`src/rtl/inst_cache_if.sv`:
```
// Fetch, snoop and refill signals of the instruction cache, grouped for port use.
// Signal suffixes are relative to the cache; slave is the cache side, master the surrounding system.
interface inst_cache_if;
  logic        req_i;
  logic [31:0] pc_i;
  logic        flush_i;
  logic        snoop_we_i;
  logic [31:0] snoop_addr_i;
  logic [31:0] mem_rdata_i;
  logic        mem_ready_i;
  logic        mem_req_o;
  logic [31:0] mem_addr_o;
  logic        cache_hit_o;
  logic [31:0] cache_inst_o;
  logic        stall_o;
  logic [31:0] hit_cnt_o;
  logic [31:0] miss_cnt_o;

  modport slave (
    input  req_i, pc_i, flush_i, snoop_we_i, snoop_addr_i, mem_rdata_i, mem_ready_i,
    output mem_req_o, mem_addr_o, cache_hit_o, cache_inst_o, stall_o, hit_cnt_o, miss_cnt_o
  );

  modport master (
    output req_i, pc_i, flush_i, snoop_we_i, snoop_addr_i, mem_rdata_i, mem_ready_i,
    input  mem_req_o, mem_addr_o, cache_hit_o, cache_inst_o, stall_o, hit_cnt_o, miss_cnt_o
  );
endinterface

```
`src/rtl/inst_cache.sv`:
```
// Direct-mapped, one-word-per-line instruction cache with zero-latency hit, single-word refill,
// flush and store-snoop invalidation. Define ICACHE_STATS_EN to build the hit/miss counters.
module inst_cache #(
  parameter int unsigned INDEX_W = 5
) (
  input  logic         clk,
  input  logic         rst,
  inst_cache_if.slave  bus
);

  localparam int unsigned LINES = 32'(1) << INDEX_W;
  localparam int unsigned TAG_W = 30 - INDEX_W;

  typedef enum logic [0:0] {
    IDLE = 1'b0,
    FILL = 1'b1
  } state_e;

  state_e              state_q, state_d;
  logic                mem_req_q, mem_req_d;
  logic [31:0]         mem_addr_q, mem_addr_d;
  logic                abort_q, abort_d;
  logic [LINES-1:0]    valid_q, valid_d;
  logic [TAG_W-1:0]    tag_q  [LINES];
  logic [31:0]         data_q [LINES];

  logic [INDEX_W-1:0]  idx, snoop_idx, fill_idx;
  logic [TAG_W-1:0]    pc_tag, snoop_tag;
  logic                hit_c;
  logic                miss_c;
  logic                fill_done_c;
  logic                snoop_line_c;
  logic                snoop_fill_c;
  logic                kill_c;
  logic                unused_addr_bits;

  assign idx       = bus.pc_i[INDEX_W+1:2];
  assign pc_tag    = bus.pc_i[31:INDEX_W+2];
  assign snoop_idx = bus.snoop_addr_i[INDEX_W+1:2];
  assign snoop_tag = bus.snoop_addr_i[31:INDEX_W+2];
  assign fill_idx  = mem_addr_q[INDEX_W+1:2];

  assign unused_addr_bits = ^{bus.pc_i[1:0], bus.snoop_addr_i[1:0]};

  // Lookup is combinational; a same-cycle flush suppresses the hit.
  assign hit_c = (state_q == IDLE) & bus.req_i & valid_q[idx]
               & (tag_q[idx] == pc_tag) & ~bus.flush_i;

  assign snoop_line_c = bus.snoop_we_i & (tag_q[snoop_idx] == snoop_tag);
  assign snoop_fill_c = bus.snoop_we_i & (state_q == FILL)
                      & (bus.snoop_addr_i[31:2] == mem_addr_q[31:2]);
  assign fill_done_c  = (state_q == FILL) & bus.mem_ready_i;
  assign kill_c       = abort_q | bus.flush_i | snoop_fill_c;

  assign bus.cache_hit_o  = hit_c;
  assign bus.cache_inst_o = data_q[idx];
  assign bus.stall_o      = bus.req_i & ~hit_c;
  assign bus.mem_req_o    = mem_req_q;
  assign bus.mem_addr_o   = mem_addr_q;

  // Next-state and refill-request logic.
  always_comb begin
    state_d    = state_q;
    mem_req_d  = mem_req_q;
    mem_addr_d = mem_addr_q;
    abort_d    = abort_q;
    miss_c     = 1'b0;
    case (state_q)
      IDLE: begin
        abort_d = 1'b0;
        if (bus.req_i && !hit_c) begin
          state_d    = FILL;
          mem_req_d  = 1'b1;
          mem_addr_d = {bus.pc_i[31:2], 2'b00};
          miss_c     = 1'b1;
        end
      end
      FILL: begin
        if (bus.flush_i || snoop_fill_c) begin
          abort_d = 1'b1;
        end
        if (bus.mem_ready_i) begin
          state_d   = IDLE;
          mem_req_d = 1'b0;
          abort_d   = 1'b0;
        end
      end
      default: begin
        state_d   = IDLE;
        mem_req_d = 1'b0;
        abort_d   = 1'b0;
      end
    endcase
  end

  // Valid update: snoop first so a refill of a new tag is not cleared by the old tag's snoop,
  // then the refill (killed by any pending or same-cycle invalidation), then flush over all.
  always_comb begin
    valid_d = valid_q;
    if (snoop_line_c) begin
      valid_d[snoop_idx] = 1'b0;
    end
    if (fill_done_c) begin
      valid_d[fill_idx] = ~kill_c;
    end
    if (bus.flush_i) begin
      valid_d = '0;
    end
  end

  always_ff @(posedge clk) begin
    if (rst) begin
      state_q    <= IDLE;
      mem_req_q  <= 1'b0;
      mem_addr_q <= '0;
      abort_q    <= 1'b0;
      valid_q    <= '0;
    end else begin
      state_q    <= state_d;
      mem_req_q  <= mem_req_d;
      mem_addr_q <= mem_addr_d;
      abort_q    <= abort_d;
      valid_q    <= valid_d;
    end
  end

  // Tag and data storage carry no reset; validity alone qualifies them.
  always_ff @(posedge clk) begin
    if (fill_done_c && !rst) begin
      tag_q[fill_idx]  <= mem_addr_q[31:INDEX_W+2];
      data_q[fill_idx] <= bus.mem_rdata_i;
    end
  end

`ifdef ICACHE_STATS_EN
  logic [31:0] hit_cnt_q, hit_cnt_d;
  logic [31:0] miss_cnt_q, miss_cnt_d;

  always_comb begin
    hit_cnt_d  = hit_cnt_q;
    miss_cnt_d = miss_cnt_q;
    if (hit_c) begin
      hit_cnt_d = hit_cnt_q + 32'd1;
    end
    if (miss_c) begin
      miss_cnt_d = miss_cnt_q + 32'd1;
    end
  end

  always_ff @(posedge clk) begin
    if (rst) begin
      hit_cnt_q  <= '0;
      miss_cnt_q <= '0;
    end else begin
      hit_cnt_q  <= hit_cnt_d;
      miss_cnt_q <= miss_cnt_d;
    end
  end

  assign bus.hit_cnt_o  = hit_cnt_q;
  assign bus.miss_cnt_o = miss_cnt_q;
`else
  assign bus.hit_cnt_o  = '0;
  assign bus.miss_cnt_o = '0;
`endif

endmodule

```
`src/flat_wrapper.sv`:
```
// flat-port wrapper written by rule: the top's interface ports become plain ports
module inst_cache_flat 
#(
  parameter int unsigned INDEX_W = 5
)
  (clk, rst, bus_req_i, bus_pc_i, bus_flush_i, bus_snoop_we_i, bus_snoop_addr_i, bus_mem_rdata_i, bus_mem_ready_i, bus_mem_req_o, bus_mem_addr_o, bus_cache_hit_o, bus_cache_inst_o, bus_stall_o, bus_hit_cnt_o, bus_miss_cnt_o);
  inst_cache_if bus_i ();
  input  logic clk;
  input  logic rst;
  input wire logic [$bits(bus_i.req_i)-1:0] bus_req_i;
  input wire logic [$bits(bus_i.pc_i)-1:0] bus_pc_i;
  input wire logic [$bits(bus_i.flush_i)-1:0] bus_flush_i;
  input wire logic [$bits(bus_i.snoop_we_i)-1:0] bus_snoop_we_i;
  input wire logic [$bits(bus_i.snoop_addr_i)-1:0] bus_snoop_addr_i;
  input wire logic [$bits(bus_i.mem_rdata_i)-1:0] bus_mem_rdata_i;
  input wire logic [$bits(bus_i.mem_ready_i)-1:0] bus_mem_ready_i;
  output wire logic [$bits(bus_i.mem_req_o)-1:0] bus_mem_req_o;
  output wire logic [$bits(bus_i.mem_addr_o)-1:0] bus_mem_addr_o;
  output wire logic [$bits(bus_i.cache_hit_o)-1:0] bus_cache_hit_o;
  output wire logic [$bits(bus_i.cache_inst_o)-1:0] bus_cache_inst_o;
  output wire logic [$bits(bus_i.stall_o)-1:0] bus_stall_o;
  output wire logic [$bits(bus_i.hit_cnt_o)-1:0] bus_hit_cnt_o;
  output wire logic [$bits(bus_i.miss_cnt_o)-1:0] bus_miss_cnt_o;
  assign bus_i.req_i = bus_req_i;
  assign bus_i.pc_i = bus_pc_i;
  assign bus_i.flush_i = bus_flush_i;
  assign bus_i.snoop_we_i = bus_snoop_we_i;
  assign bus_i.snoop_addr_i = bus_snoop_addr_i;
  assign bus_i.mem_rdata_i = bus_mem_rdata_i;
  assign bus_i.mem_ready_i = bus_mem_ready_i;
  assign bus_mem_req_o = bus_i.mem_req_o;
  assign bus_mem_addr_o = bus_i.mem_addr_o;
  assign bus_cache_hit_o = bus_i.cache_hit_o;
  assign bus_cache_inst_o = bus_i.cache_inst_o;
  assign bus_stall_o = bus_i.stall_o;
  assign bus_hit_cnt_o = bus_i.hit_cnt_o;
  assign bus_miss_cnt_o = bus_i.miss_cnt_o;
  inst_cache #(.INDEX_W(INDEX_W)) u_core (.clk(clk), .rst(rst), .bus(bus_i));
endmodule
```
`config.mk`:
```
export PLATFORM = sky130hd
export DESIGN_NAME = inst_cache_flat
export DESIGN_NICKNAME = d
export VERILOG_FILES = /design/src/rtl/inst_cache_if.sv /design/src/rtl/inst_cache.sv /design/src/flat_wrapper.sv
export SDC_FILE = /design/constraint.sdc
export NUM_CORES = 2
export LEC_CHECK = 0
export BUFFER_PORTS_ARGS = -buffer_cell sky130_fd_sc_hd__buf_2
export CAP_MARGIN = 10
export CORE_AREA = 4 4 427 429
export DETAILED_ROUTE_END_ITERATION = 12
export DIE_AREA = 0 0 431 433
export MAX_ROUTING_LAYER = met4
export PLACE_DENSITY = 0.58
export SKIP_LAST_GASP = 1
export SYNTH_ARGS = -nofsm -noshare
export SYNTH_HDL_FRONTEND = slang
export SYNTH_SLANG_ARGS = --single-unit
```
`constraint.sdc`:
```
create_clock -name clk -period 5 [get_ports clk]
set_clock_uncertainty 0.1 [all_clocks]
set_input_delay 0.5 -clock clk [delete_from_list [all_inputs] [get_ports clk]]
set_output_delay 0.5 -clock clk [all_outputs]
set_load 0.03 [all_outputs]
```
==> impl_results.md <==
* Fillers at 14094
* Rel. slew slack at 0.257
* WL final at 239 mm
* Crit path depth at 14
* HPWL after DPL at 131 mm
* Via count at 43790
* # hold bufs at CTS at 43
* Clock sinks at 1889
* Worst path bufs/invs at 5
* RSZ-0062 raised after global routing: no
* Mapped Area at 80100 um2
* Clock Latency Late Sink at 0.84 ns
* Peak VDD IR at 0.295 mV
* Library cells used by synthesis at 47
* DIE HEIGHT at 433 um
* Top cell type's share of synthesized area at 0.684
* FF+latch count, synth at 1889
* Vias per cell at 6.36
* Hold slack at 0.0694 ns
* CP max-delay cell: nor4_1
* Total grt overflow at 0
* Post-synth EDFFs at 1824
* Vias in the first global route at 43569
* Reg-to-reg slack, setup at 1.03 ns
* PortBufs at 162
* Initial antenna violation count at 6
* DRT Pass-1 Iters at 8
* Outcome: complete, no violations
* Max-cap violations at 0
* Gpl congestion at 0.869
* Reg2reg path depth at 10
* Commonest cells in the netlist: edfxtp_1 (1824), mux4_2 (589), mux2i_1 (323)
* Critical Path RT at 4.40 ns
* Crit share post-route at 0.945
* Total CTS buffers at 198
* Top-count cell post-synth: edfxtp_1
* Final setup TNS at 0 ns
* Site Rows at 155
* Clock transition at path regs at 0.06 ns
* Synthesized area per cell at 20.0 um2
* Worst-margin pin slew at 1.12 ns
* CTS resizes at 0
* Post-synthesis instance total at 4000
* Clock root buffer: clkbuf_16
* Residual DRC at 0
* CP Cell Sequence: buf_8 -> nor2_1 -> buf_4 -> a22oi_1 -> a21oi_1 -> nor4_1 -> buf_4 -> xnor2_1 -> nand3_1 -> nor4_1 -> buf_4 -> nand4_1 -> and2_1 -> buf_2
* GRT Total Usage at 0.262
* Most frequent CP cell: buf_4
* Crit Path Category: in2out
* Syn. warnings at 0
* CP max FO at 49
* First-pass GRT wire length at 334 mm
* Min-delay worst type: in2reg
* Maximum clock path buffer count at 3
* Leakage at 0.0302 uW
* Crit start category: input pin
* Hold Fails Final Rpt at 0
* Final setup viols at 0
* Sequential-to-total area share from yosys stat at 0.700
* H-tree lvl count at 4
* TritonCTS clock tree: yes
* WL/cell at 34.7 um
* Area contributors post-synth: edfxtp_1 (68%), mux4_2 (17%), mux2i_1 (4.0%), a22oi_1 (2.2%), dfxtp_1 (1.6%)
* Fin. max-slew vios at 0
* Share of cells above drive strength 1 at 0.295
* CP top delay family: simple AND/OR/NAND/NOR gates
* Hold Path Depth at 1
* NumNets Final at 4460
* Power per cell area at 371 nW/um2
* Ys flop type: edfxtp_1
* Async set-reset flop share out of synthesis at 0
* Post-synth top area cell: edfxtp_1
* Fin crit period at 4.72 ns
* Antenna-violating nets left at 0
* Ports at 233
* CP max stage delay at 0.54 ns
* Core Box Area at 178000 um2
* Die width at 431 um
* Die Area at 187000 um2
* Synth-to-Final Area Change at 14.3%
* Crit end category: output pin
* Postcts setup bufs at 0
* FMAX at 212 MHz
* Starting Density at 0.449
* Crit path DAT at 4.12 ns
* Iteration-0 DRC Markers at 5768
* Largest net degree at the start of global routing at 101
==> flip-flops by register name, indices dropped and copies added (netlist names) <==
| register | flops |
|---|---|
| u_core.data_q | 1024 |
| u_core.tag_q | 800 |
| u_core.valid_q | 32 |
| u_core.bus.mem_addr_o | 30 |
| u_core.abort_q | 1 |
| u_core.bus.mem_req_o | 1 |
| u_core.state_q | 1 |
==> layout make-up <==
class,instances,area [um2],share of cell area
sequential,1889,56100,0.613
multi-input combinational,1842,22700,0.248
clock buffer,254,5290,0.0578
timing repair buffer,425,3550,0.0388
tap,2355,2950,0.0322
clock inverter,111,918,0.0100
antenna,5,12.5,0.000137
inverter,2,7.51,0.0000820
==> report_power, final <==
| part | internal (uW) | switching (uW) | total [uW] | leakage [uW] |
|---|---|---|---|---|
| Clock | 7990 | 6150 | 14100 | 0.00303 |
| Combinational | 914 | 1500 | 2420 | 0.00966 |
| Sequential | 17400 | 25.6 | 17400 | 0.0175 |
==> metrics by stage <==
stage	power [uW]	instances	cell area, um2	utilization	setup slack [ns]
3_5_place_dp	20200	6470	84900	0.476	0.352
6_report	34000	6883	91500	0.514	0.277
5_1_grt	35100	6883	91500	0.514	0.222
2_1_floorplan	19300	4065	80300	-	0.323
3_3_place_gp	20100	6470	84900	0.476	0.331
4_1_cts	34200	6878	91500	0.514	0.349
==> layer usage <==
metal / part of all wire / wire length (um) / vias to the layer above / GRT usage
met2: 0.46 / 110000 / 2338 / 0.388
li1: - / - / 17445 / -
met5: 0 / 0 / - / -
met3: 0.082 / 19500 / 498 / 0.0425
met1: 0.42 / 101000 / 23509 / 0.372
met4: 0.038 / 9090 / 0 / 0.0929
==> worst reg2reg max path: cells and delay by family (launching register included) <==
family,cells,cell delay [ns]
AOI/OAI and AO/OA,3,0.63
xor gates and xnor gates,1,0.44
DFF,1,0.39
muxes,1,0.49
and+or+nand+nor,5,1.77
==> kinds of logic (layout without fill, tap and decap cells) <==
logic type,Yosys count,after routing,share of synthesized area
DFF,1889,1889,0.700
muxes,955,955,0.212
AOI/OAI and AO/OA,411,411,0.0341
buffers and inverters,334,792,0.0222
and+or+nand+nor,331,331,0.0225
xor gates and xnor gates,79,79,0.00864
other,1,71,0.0000468
==> cells in the final DEF, fill, tap and decap left out, drive strengths merged, types with 6 or more instances in the layout <==
master,instances
edfxtp,1824
mux4,589
buf,381
mux2i,323
clkbuf,255
a22oi,238
clkinv,92
a21oi,82
nand2b,69
conb,66
nand2,65
dfxtp,65
o21ai,56
xnor2,53
nor2,48
mux2,43
dlygate4sd3,43
nand4,38
xor2,26
nand3,23
nor4,23
nor2b,14
o22ai,11
nor3,11
bufinv,10
a211oi,8
a21o,8
nand3b,7
and2,6
and3b,6
inv,6
==> path summary, 6_finish.rpt <==
check / end / start
hold reg to reg: u_core.bus.mem_req_o / u_core.bus.mem_req_o
hold / removal: u_core.data_q[27][1] / bus_mem_rdata_i[1]
setup reg to reg: u_core.valid_q[23] / u_core.tag_q[31][12]
setup / recovery: bus_stall_o / bus_pc_i[4]
Power figures use the tool's default switching activity.
